File: src/rtl/upg_boot_ctrl.sv
// upg_boot_ctrl: boot/load sequencer and memory write-port arbiter (define UPG_TIMEOUT_EN for load-idle timeout)
module upg_boot_ctrl #(
  parameter int ADDR_W         = 15,
  parameter int DATA_W         = 32,
  parameter int HOLD_CYCLES    = 16,
  parameter int TIMEOUT_CYCLES = 2300000
) (
  input  logic              clk,
  input  logic              rst_n,
  input  logic              pg_req_i,
  input  logic              tgt_ram_i,
  input  logic              upg_wen_i,
  input  logic [ADDR_W-1:0] upg_adr_i,
  input  logic [DATA_W-1:0] upg_dat_i,
  input  logic              upg_done_i,
  input  logic              cpu_wen_i,
  input  logic [ADDR_W-1:0] cpu_adr_i,
  input  logic [DATA_W-1:0] cpu_dat_i,
  output logic              upg_rst_o,
  output logic              cpu_rst_o,
  output logic              rom_wen_o,
  output logic [ADDR_W-1:0] rom_adr_o,
  output logic [DATA_W-1:0] rom_dat_o,
  output logic              ram_wen_o,
  output logic [ADDR_W-1:0] ram_adr_o,
  output logic [DATA_W-1:0] ram_dat_o,
  output logic              busy_o,
  output logic [ADDR_W:0]   words_o,
  output logic              err_o
);
  typedef enum logic [2:0] {HOLD, RUN, ARM, LOAD, DRAIN} state_t;
  state_t st;
  logic s1, s2, pg_d, wen_d, tgt, cpu_rst_q, upg_rst_q, err, rise, wrise, tout, ld_rom, ld_ram;
  logic [15:0] hcnt;
  logic [ADDR_W:0] words;
  assign rise  = s2 & ~pg_d;
  assign wrise = upg_wen_i & ~wen_d;
`ifdef UPG_TIMEOUT_EN
  localparam int TW = $clog2(TIMEOUT_CYCLES);
  logic [TW-1:0] tcnt;
  assign tout = !wrise && tcnt == TW'(TIMEOUT_CYCLES - 1);
  always_ff @(posedge clk)
    if (!rst_n || st != LOAD || wrise) tcnt <= '0;
    else tcnt <= tcnt + 1'b1;
`else
  assign tout = 1'b0;
`endif
  // cpu_rst_q/upg_rst_q are updated alongside every transition so the resets are glitch-free flops
  always_ff @(posedge clk) begin
    if (!rst_n) begin
      st <= HOLD;
      hcnt <= '0;
      words <= '0;
      err <= 1'b0;
      s1 <= 1'b0;
      s2 <= 1'b0;
      pg_d <= 1'b0;
      wen_d <= 1'b0;
      tgt <= 1'b0;
      cpu_rst_q <= 1'b1;
      upg_rst_q <= 1'b1;
    end else begin
      s1 <= pg_req_i;
      s2 <= s1;
      pg_d <= s2;
      wen_d <= upg_wen_i;
      case (st)
        HOLD:
          if (hcnt == 16'(HOLD_CYCLES - 1)) begin
            st <= RUN;
            hcnt <= '0;
            cpu_rst_q <= 1'b0;
          end else hcnt <= hcnt + 1'b1;
        RUN:
          if (rise) begin
            st <= ARM;
            cpu_rst_q <= 1'b1;
          end
        ARM: begin
          tgt <= tgt_ram_i;
          words <= '0;
          err <= 1'b0;
          st <= LOAD;
          upg_rst_q <= 1'b0;
        end
        LOAD: begin
          if (wrise && words != '1) words <= words + 1'b1;
          if (upg_done_i) st <= DRAIN;
          else if (!s2 || tout) begin
            err <= 1'b1;
            st <= HOLD;
            upg_rst_q <= 1'b1;
          end
        end
        DRAIN:
          if (!s2) begin
            st <= HOLD;
            upg_rst_q <= 1'b1;
          end
        default: begin
          st <= HOLD;
          cpu_rst_q <= 1'b1;
          upg_rst_q <= 1'b1;
        end
      endcase
    end
  end
  assign ld_rom    = st == LOAD && !tgt;
  assign ld_ram    = st == LOAD && tgt;
  assign rom_wen_o = ld_rom & upg_wen_i;
  assign rom_adr_o = upg_adr_i;
  assign rom_dat_o = upg_dat_i;
  assign ram_wen_o = ld_ram ? upg_wen_i : (st == RUN) & cpu_wen_i;
  assign ram_adr_o = ld_ram ? upg_adr_i : cpu_adr_i;
  assign ram_dat_o = ld_ram ? upg_dat_i : cpu_dat_i;
  assign cpu_rst_o = cpu_rst_q;
  assign upg_rst_o = upg_rst_q;
  assign busy_o    = cpu_rst_q;
  assign words_o   = words;
  assign err_o     = err;
endmodule

File: config.mk
export PLATFORM = sky130hd
export DESIGN_NAME = upg_boot_ctrl
export DESIGN_NICKNAME = d
export VERILOG_FILES = /design/src/rtl/upg_boot_ctrl.sv
export SDC_FILE = /design/constraint.sdc
export NUM_CORES = 1
export LEC_CHECK = 0
export ABC_AREA = 1
export BUFFER_PORTS_ARGS = -buffer_cell sky130_fd_sc_hd__buf_2
export CAP_MARGIN = 0
export CORE_MARGIN = 2
export CORE_UTILIZATION = 44
export DETAILED_ROUTE_END_ITERATION = 6
export GPL_TIMING_DRIVEN = 0
export HOLD_SLACK_MARGIN = 0.02
export PLACE_DENSITY = 0.89
export SETUP_SLACK_MARGIN = 0.05
export SYNTH_ARGS = -nofsm -noshare
export SYNTH_HDL_FRONTEND = slang
export SYNTH_SLANG_ARGS = --single-unit
File: constraint.sdc
create_clock -name clk -period 2 [get_ports clk]
set_clock_uncertainty 0.05 [all_clocks]
set_input_delay 0.2 -clock clk [delete_from_list [all_inputs] [get_ports clk]]
set_output_delay 0.2 -clock clk [all_outputs]
set_load 0.02 [all_outputs]
==> results.md, run 1 <==
* Outcome: finished, final reports clean
* Fin crit share at 98.1%
* Fmax at slightly above 500 MHz
* Hold Path Class: in -> reg
* Avg Cell Area, Syn at 7.11 um^2
* Detailed placement HPWL at ~10000 um
* Yosys reg bits at 43
* DIE AREA at 0.00861 mm^2
* Reg-to-Reg Start: words_o[0]
* RSZ-0062 raised after global routing: true
* Skew-Pair Late Insertion Delay at 300 ps
* Vias in the first global route at a little under 4000
* Worst hold endpoint: s1
* Final Hold Fails at 0
* Initial Util at between 40 and 50%
* Routability cong. at roughly 0.95
* Fin nets at 822
* Pins Over Slew Limit at 0
* CTS Buf Count at 5
* CP Class: reg -> out
* Drt total wl at 13100 um
* P per Cell Area at around 450 mW/mm^2
* Peak VDD IR at ~410 uV
* Cell variety after synth at 30
* Tmin final at about 2000 ps
* CP Max Fanout at 10
* R2R cell count at 9
* I/O pins at ~220
* Commonest non-fill, non-tap cells in the layout: buf_2, nand2_1, buf_4, nor2_1, inv_1
* CTS tree: built
* Clock sink count at 43
* Critical path required time at 1750 ps
* Initial antenna violation count at 7
* Worst setup EP type: output port
* Wire length per cell at 15.8 um
* Worst reg2reg path endpoint: words_o[8]
* Startpoint Class: flip-flop
* Clock buffer depth at 2
* Finish-stage setup viols at 0
* Static Leak at around 2.6 nW
* # fillers at just under 700
* H-tree depth at 2
* GRT Total Usage at 28.3%
* Worst hold slack at roughly 32 ps
* Max-slew headroom at 58.0%
* DR pass1 iterations at 6
* Max cap viols at 0
* Most common cell after layout, fill and taps aside: buf_2
* Remaining global-route overflow at 0
* Core region area at between 0.007 and 0.008 mm^2
* Largest net degree at the start of global routing at 15
* Antenna Nets Post-Route at 0
* Post-Syn Area at between 0.003 and 0.004 mm^2
* Area Growth Syn to Fin at 47.5%
* First-pass GRT wire length at between 15000 and 20000 um
* Pwr Total at around 2.3 mW
* PortBufs at 216
* Die height at a little over 90 um
* Seq/Total Area, Yosys at 24.8%
* Min-delay src: pg_req_i
* Root Buffer Master: clkbuf_8
* Starting DRT DRC Count at 209
* Hold path depth at 3
* Synth warn at 0
* Register-to-register setup slack at 160 ps
* Share of cells above drive strength 1 at between 40 and 50%
* WP data arrival at between 1500 and 2000 ps
* Synth Net Count at ~590
* Synth Instances at 488
* Vias/cell at slightly above 5
* Slew @ Worst Pin at 630 ps
* Die width at ~93 um
* Num rows at 32
* Via count at ~4200
* CTS clk-pin slew, worst paths at around 90 ps
* DRC at 0
[per-layer routing]
layer / up-vias / track usage, % / wire length [um]
met2: 225 / 51.0 / 6610
met3: 29 / 9.11 / 1290
met4: 4 / 7.72 / 271
met5: - / 0 / 22
met1: 1887 / 31.8 / 4890
li1: 2022 / - / -
[area by class of cell]
type | count | area, um^2 | share of cell area [%]
multi-input cells | 331 | 1960 | 38.4
repair buffers | 225 | 1330 | 26.0
flip-flops and latches | 43 | 870 | 17.0
plain buffers | 61 | 475 | 9.29
inverters | 52 | 200 | 3.91
well taps | 102 | 128 | 2.49
clock buffers | 5 | 68.8 | 1.34
clock inverters | 3 | 67.6 | 1.32
diodes | 5 | 12.5 | 0.244
[state kept, by name, indices dropped and copies added, names as in the netlist]
| register | count |
|---|---|
| hcnt | 16 |
| s1 | 1 |
| st | 3 |
| busy_o | 1 |
| pg_d | 1 |
| err_o | 1 |
| wen_d | 1 |
| words_o | 16 |
| upg_rst_o | 1 |
| s2 | 1 |
| tgt | 1 |
[critical path, stage by stage, from the launching register on]
cell and delay [ps]:
dfxtp_2 350, inv_2 50, nor2_4 100, nand2_4 70, clkinv_4 60, nand2_4 50
buf_8 140, buf_12 150, mux2_4 310, buf_6 130
[where the power goes]
| part | switching [mW] | internal, mW | leakage [nW] | total (mW) |
|---|---|---|---|---|
| sequential | 0.0152 | 0.871 | 0.351 | 0.886 |
| combinational | 0.322 | 0.301 | 2.21 | 0.622 |
| clock | 0.322 | 0.498 | 0.0644 | 0.821 |
| total | 0.659 | 1.67 | 2.63 | 2.33 |
[cells by family after synthesis]
logic type | after synthesis | synth area share, %
adder cells (fa/ha/maj) | 2 | 0.721
XOR/XNOR | 8 | 2.02
AO/OA/AOI/OAI | 37 | 5.37
multiplexers | 47 | 17.3
flip-flops | 43 | 24.8
AND/OR/NAND/NOR | 237 | 31.0
buffers and inverters | 114 | 18.7
[per-stage QoR]
stage	std cells	setup WS, ps	setup TNS [ps]	area (um^2)	util (%)
after floorplan	488	224	0	3470	-
after global placement	806	30.3	0	4680	60.9
after detailed placement	806	0.560	0	4680	60.9
after CTS	819	22.1	0	5030	65.5
after global routing	824	-38.0	-509	5110	66.5
final	827	37.3	0	5120	66.6
[how the worst max path moves through the flow]
stage          cells after the start             to  start
2_1_floorplan                      8      ram_wen_o  st[1]
3_3_place_gp                       8  ram_dat_o[30]  st[2]
3_5_place_dp                       8  ram_dat_o[25]  st[2]
4_1_cts                            9  ram_dat_o[30]  st[1]
5_1_grt                            9  ram_dat_o[18]  st[1]
6_report                           9  ram_dat_o[25]  st[1]
[cells in the mapped netlist]
| cell | instances | share of area [%] |
|---|---|---|
| inv_2 | 1 | 0.11 |
| xnor2_1 | 3 | 0.76 |
| o21ai_0 | 10 | 1.4 |
| buf_2 | 5 | 0.72 |
| clkinv_1 | 1 | 0.11 |
| clkinv_2 | 1 | 0.14 |
| a21oi_1 | 26 | 3.8 |
| nor3_4 | 1 | 0.47 |
| nand3_1 | 47 | 6.8 |
| a31oi_1 | 1 | 0.18 |
| nor2_1 | 54 | 5.8 |
| nor3_1 | 14 | 2.0 |
| nand2_4 | 2 | 0.65 |
| mux2_2 | 28 | 9.1 |
| buf_4 | 49 | 11 |
| inv_1 | 49 | 5.3 |
| clkbuf_1 | 4 | 0.43 |
| mux2_4 | 19 | 8.2 |
| nand2_1 | 95 | 10 |
| ha_1 | 2 | 0.72 |
| nor2_2 | 1 | 0.18 |
| nor2_4 | 2 | 0.65 |
| nand2_2 | 2 | 0.36 |
| nand4_2 | 1 | 0.36 |
| nand3_2 | 1 | 0.29 |
| xor2_1 | 5 | 1.3 |
| dfxtp_1 | 43 | 25 |
| nor3b_1 | 3 | 0.65 |
| nand4_1 | 14 | 2.5 |
| buf_6 | 4 | 1.3 |
[repair_timing]
item / in CTS / in global routing
gates resized for setup: 52 / 19
pin swaps: 1 / 2
setup endpoints to repair: 49 / 61
setup buffers: 6 / 3
hold buffers: 0 / 0
Power figures use the tool's default switching activity.
==> run 2: changes to the inputs <==
==> constraint.sdc (replaced) <==
create_clock -name clk -period 2 [get_ports clk]
set_clock_uncertainty 0.05 [all_clocks]
set_input_delay 0.3 -clock clk [delete_from_list [all_inputs] [get_ports clk]]
set_output_delay 0.3 -clock clk [all_outputs]
set_load 0.02 [all_outputs]
==> results.md, run 2 (synthesis results as in run 1) <==
* Root Buffer Master: clkbuf_8
* Net Switching at 658 uW
* Max-slew headroom at between 50 and 60%
* GRT Total Usage at between 20% and 30%
* Max cap viols at 0
* Fmax at between 400 and 500 MHz
* Worst reg2reg path endpoint: words_o[7]
* Vias in the first global route at ~3900
* Largest net degree at the start of global routing at 15
* Crit path max-delay cell type: dfxtp_2
* Routability cong. at about 0.95
* CP Max Fanout at 10
* Power share of the combinational group at between 20% and 30%
* I/O pins at 217
* Register-to-register setup slack at approximately 150 ps
* RSZ-0062 raised after global routing: true
* Peak VDD IR at around 410 uV
* Initial antenna violation count at 7
* Num rows at 32
* Pins Over Slew Limit at 0
* Starting DRT DRC Count at approximately 200
* CP bufs+invs at 5
* Slew @ Worst Pin at between 600 and 700 ps
* Clock network fraction of design power at 35.3%
* Static Leak at around 2.6 nW
* Worst hold endpoint: s1
* Final worst setup slack at -78.7 ps
* Reg power frac at between 30 and 40%
* Startpoint Class: flip-flop
* DRC at 0
* Finish-stage setup viols at between 40 and 50
* Commonest non-fill, non-tap cells in the layout: buf_2, nand2_1, buf_4, nor2_1, inv_1
* Core region area at 0.00769 mm^2
* Pint at between 1.5 and 2 mW
* Initial Util at between 40 and 50%
* Detailed placement HPWL at ~10000 um
* PortBufs at 216
* CP Class: reg -> out
* Worst path max stage delay at between 300 and 400 ps
* Switching Share at between 20 and 30%
* P per Cell Area at 453 mW/mm^2
* Crit-path leading delay family: buffers and inverters
* Final Hold Fails at 0
* Tmin final at ~2100 ps
* CTS clk-pin slew, worst paths at around 90 ps
* Critical path, cell by cell: inv_2 -> nor2_4 -> nand2_4 -> clkinv_4 -> nand2_4 -> buf_8 -> buf_12 -> mux2_4 -> buf_6
* Fin crit share at 104%
* Remaining global-route overflow at 0
* CTS tree: built
* Clock buffer depth at 2
* First-pass GRT wire length at approximately 19000 um
* Wire length per cell at about 16 um
* Most common cell after layout, fill and taps aside: buf_2
* Dpl ws at -99.4 ps
* Drt total wl at around 13000 um
* CTS Buf Count at 5
* CP most frequent cell: nand2_4
* Fin nets at between 800 and 900
* Fin cells at 830
* Post-Place Cells at 806
* Outcome: finished with violations
* Die width at 92.8 um
* Hold Path Class: in -> reg
* Clock sink count at 43
* WP data arrival at ~1700 ps
* Critical path required time at 1650 ps
* Antenna Nets Post-Route at 0
* Worst setup EP type: output port
* Failing checks: setup timing
* Vias/cell at 4.99
* Share of cells above drive strength 1 at between 40 and 50%
* H-tree depth at 2
* Core Util, Final at roughly two thirds
* Via count at approximately 4100
* Skew-Pair Late Insertion Delay at 300 ps
* Die height at slightly above 90 um
* Area Growth Syn to Fin at 48.2%
* DR pass1 iterations at 5
* Reg-to-Reg Start: st[1]
* Hold path depth at 3
* R2R cell count at 11
* DIE AREA at around 0.0086 mm^2
* Min-delay src: pg_req_i
-- run 2: cell types whose count changed in the layout (fill, tap and decap cells not counted) --
cell / change
buf_2: -1
buf_4: +3
diode_2: +1
mux2_2: -1
mux2_4: +1
-- run 2: power groups by stage --
stage	clock network, mW	logic (mW)	registers (mW)
2_1_floorplan	0	0.332	0.906
3_3_place_gp	0	0.563	0.906
3_5_place_dp	0	0.574	0.907
4_1_cts	0.835	0.618	0.886
5_1_grt	0.869	0.656	0.889
6_report	0.821	0.621	0.886
-- run 2: how the worst max path moves through the flow --
stage,end,depth (start not counted),start
floorplan,ram_wen_o,8,st[1]
global placement,ram_dat_o[30],8,st[2]
detailed placement,ram_dat_o[25],8,st[2]
CTS,ram_dat_o[30],9,st[1]
global route,ram_dat_o[16],9,st[1]
finish,ram_dat_o[30],9,st[1]
-- run 2: routing by layer --
layer | routed length (um) | vias up | GRT usage [%]
met4 | 242 | 4 | 8.58
met1 | 4930 | 1882 | 31.8
met3 | 1230 | 24 | 9.03
li1 | - | 2022 | -
met2 | 6680 | 208 | 50.8
met5 | 21 | - | 0
-- run 2: tightest hold or removal path: stages --
cell	delay (ps)
buf_2	80
nand2_1	40
inv_1	40
-- run 2: cell type report --
cell class | count | area, um^2
Buffer | 61 | 475
Sequential cell | 43 | 870
Tap cell | 102 | 128
Clock inverter | 3 | 67.6
Fill cell | 680 | 2540
Multi-Input combinational cell | 331 | 1970
Timing Repair Buffer | 227 | 1350
Inverter | 52 | 200
Clock buffer | 5 | 68.8
Antenna cell | 6 | 15.0
-- run 2: repair_timing --
action                                  CTS  global route
resized for setup                        68             5
setup buffers                             7             4
hold buffers                              0             0
pin swaps                                 1             2
endpoints found under the setup margin   49            61
-- run 2: through the flow --
stage	TNS (ps)	cell area [um^2]	hold slack [ps]	power, mW
finish	-1960	5140	130	2.33
global placement	-980	4680	345	1.47
detailed placement	-2120	4680	348	1.48
floorplan	0	3470	340	1.24
global route	-5420	5130	141	2.41
CTS	-2100	5090	127	2.34
==> run 3: changes to the inputs <==
--- a/config.mk
+++ b/config.mk
@@ -8,12 +8,12 @@
 export ABC_AREA = 1
 export BUFFER_PORTS_ARGS = -buffer_cell sky130_fd_sc_hd__buf_2
 export CAP_MARGIN = 0
-export CORE_MARGIN = 2
-export CORE_UTILIZATION = 44
+export CORE_UTILIZATION = 45
+export CTS_BUF_LIST = sky130_fd_sc_hd__clkbuf_2
 export DETAILED_ROUTE_END_ITERATION = 6
 export GPL_TIMING_DRIVEN = 0
 export HOLD_SLACK_MARGIN = 0.02
-export PLACE_DENSITY = 0.89
+export PLACE_DENSITY = 0.91
 export SETUP_SLACK_MARGIN = 0.05
 export SYNTH_ARGS = -nofsm -noshare
 export SYNTH_HDL_FRONTEND = slang
==> results.md, run 3 (synthesis results as in run 1) <==
* Reg power frac at 46.3%
* DRC at 0
* Peak VDD IR at between 300 and 400 uV
* Fin crit share at 111%
* P per Cell Area at ~370 mW/mm^2
* Core region area at 0.00737 mm^2
* Finish-stage setup viols at 48
* Routability cong. at slightly below 1
* Dpl ws at -73.0 ps
* Wire length per cell at about 16 um
* DR pass1 iterations at 4
* Post-Layout Inst Area at 0.00515 mm^2
* Crit path max-delay cell type: dfxtp_2
* Final Hold Fails at 0
* Root Buffer Master: clkbuf_2
* Share of cells above drive strength 1 at about 50%
* Most common cell after layout, fill and taps aside: buf_2
* Core Util, Final at a little over two thirds
* Clock sink count at 43
* Worst setup EP type: output port
* H-tree depth at 2
* Critical path, cell by cell: inv_2 -> nor2_4 -> nand2_4 -> clkinv_4 -> nand2_4 -> buf_8 -> buf_12 -> mux2_4 -> buf_6
* Worst path max stage delay at between 300 and 400 ps
* Area Growth Syn to Fin at 48.5%
* PortBufs at about 220
* Initial Util at 47.1%
* CTS tree: built
* Power share of the combinational group at between 30% and 40%
* Max cap viols at 0
* Commonest non-fill, non-tap cells in the layout: buf_2, nand2_1, buf_4, nor2_1, inv_1
* Drt total wl at 13500 um
* Pwr Total at slightly below 2 mW
* Skew-Pair Late Insertion Delay at ~440 ps
* Fin Setup TNS at -8290 ps
* Static Leak at roughly 2.7 nW
* Failing checks: setup timing
* Remaining global-route overflow at 0
* Outcome: finished with violations
* GRT Total Usage at roughly a third
* CP most frequent cell: nand2_4
* Die width at 89.8 um
* Antenna Nets Post-Route at 0
* Hold Path Class: in -> reg
* Placed Area at 0.00467 mm^2
* DIE AREA at about 0.0081 mm^2
* Num rows at 31
* Final worst setup slack at -212 ps
* Vias in the first global route at a little over 4000
* Clock network fraction of design power at between 20% and 30%
* Via count at about 4200
* Fmax at roughly 450 MHz
* Worst hold slack at 95.2 ps
* I/O pins at approximately 220
* Pint at 1.26 mW
* First-pass GRT wire length at approximately 20000 um
* WP data arrival at between 1500 and 2000 ps
* Max-slew headroom at ~58%
* Tmin final at 2210 ps
* CP Max Fanout at 10
* Largest net degree at the start of global routing at 15
* RSZ-0062 raised after global routing: true
* Slew @ Worst Pin at between 600 and 700 ps
* Initial antenna violation count at 11
* Switching Share at between 30% and 40%
* Clock buffer depth at 2
* Detailed placement HPWL at between 10000 and 15000 um
* Fin cells at about 830
* Fin nets at roughly 830
* CTS Buf Count at 5
* CTS clk-pin slew, worst paths at 220 ps
* Startpoint Class: flip-flop
* Vias/cell at between 5 and 6
* Die height at 89.8 um
* Starting DRT DRC Count at roughly 200
* Critical path required time at around 1700 ps
* CP Class: reg -> out
* Net Switching at between 600 and 700 uW
* Pins Over Slew Limit at 0
* Post-Place Cells at ~800
## run 3: cell types whose count changed in the layout (fill, tap and decap cells not counted), sizes merged
cell,before,now
buf,284,288
bufinv,2,0
clkbuf,9,10
clkinv,2,4
dlygate4sd3,0,2
## run 3: layout make-up
class,count,area [um^2]
inverter,52,200
clock inverter,3,20.0
timing repair buffer,234,1430
fill,628,2220
buffer,61,479
sequential,43,872
clock buffer,5,25.0
multi-input combinational,331,1990
antenna,6,15.0
tap,99,124
## run 3: timing repair
action	in CTS	in global routing
pin swaps	1	5
setup endpoints to repair	49	64
resized for setup	73	8
hold buffers	2	0
hold endpoints to repair	2	0
cloned	0	1
setup buffers	9	7
## run 3: power by group through the flow
| stage | combinational [mW] | sequential (mW) | clock (mW) |
|---|---|---|---|
| after floorplan | 0.332 | 0.906 | 0 |
| after global placement | 0.563 | 0.906 | 0 |
| after detailed placement | 0.576 | 0.907 | 0 |
| after CTS | 0.623 | 0.890 | 0.408 |
| after global routing | 0.664 | 0.892 | 0.442 |
| final | 0.631 | 0.889 | 0.403 |
## run 3: final timing paths
path,slack (ps),start,cells after the start,endpoint
setup / recovery,-210,st[1],9,ram_dat_o[12]
setup reg to reg,150,st[1],12,words_o[0]
hold / removal,100,tgt_ram_i,3,tgt
hold reg to reg,380,s1,2,s2
## run 3: worst max-delay path: cells and delay by family, from the launching register on
| family | cells | cell delay (ps) |
|---|---|---|
| buffers and inverters | 5 | 520 |
| flip-flops | 1 | 390 |
| multiplexers | 1 | 320 |
| AND/OR/NAND/NOR | 3 | 220 |
## run 3: metal layers
| metal | GRT usage [%] | up-vias | share of wire, % |
|---|---|---|---|
| met1 | 35.4 | 1921 | 38 |
| met3 | 13.5 | 38 | 11 |
| li1 | - | 2044 | - |
| met2 | 56.8 | 221 | 49 |
| met4 | 8.61 | 8 | 2.1 |
| met5 | 0 | - | 0.39 |
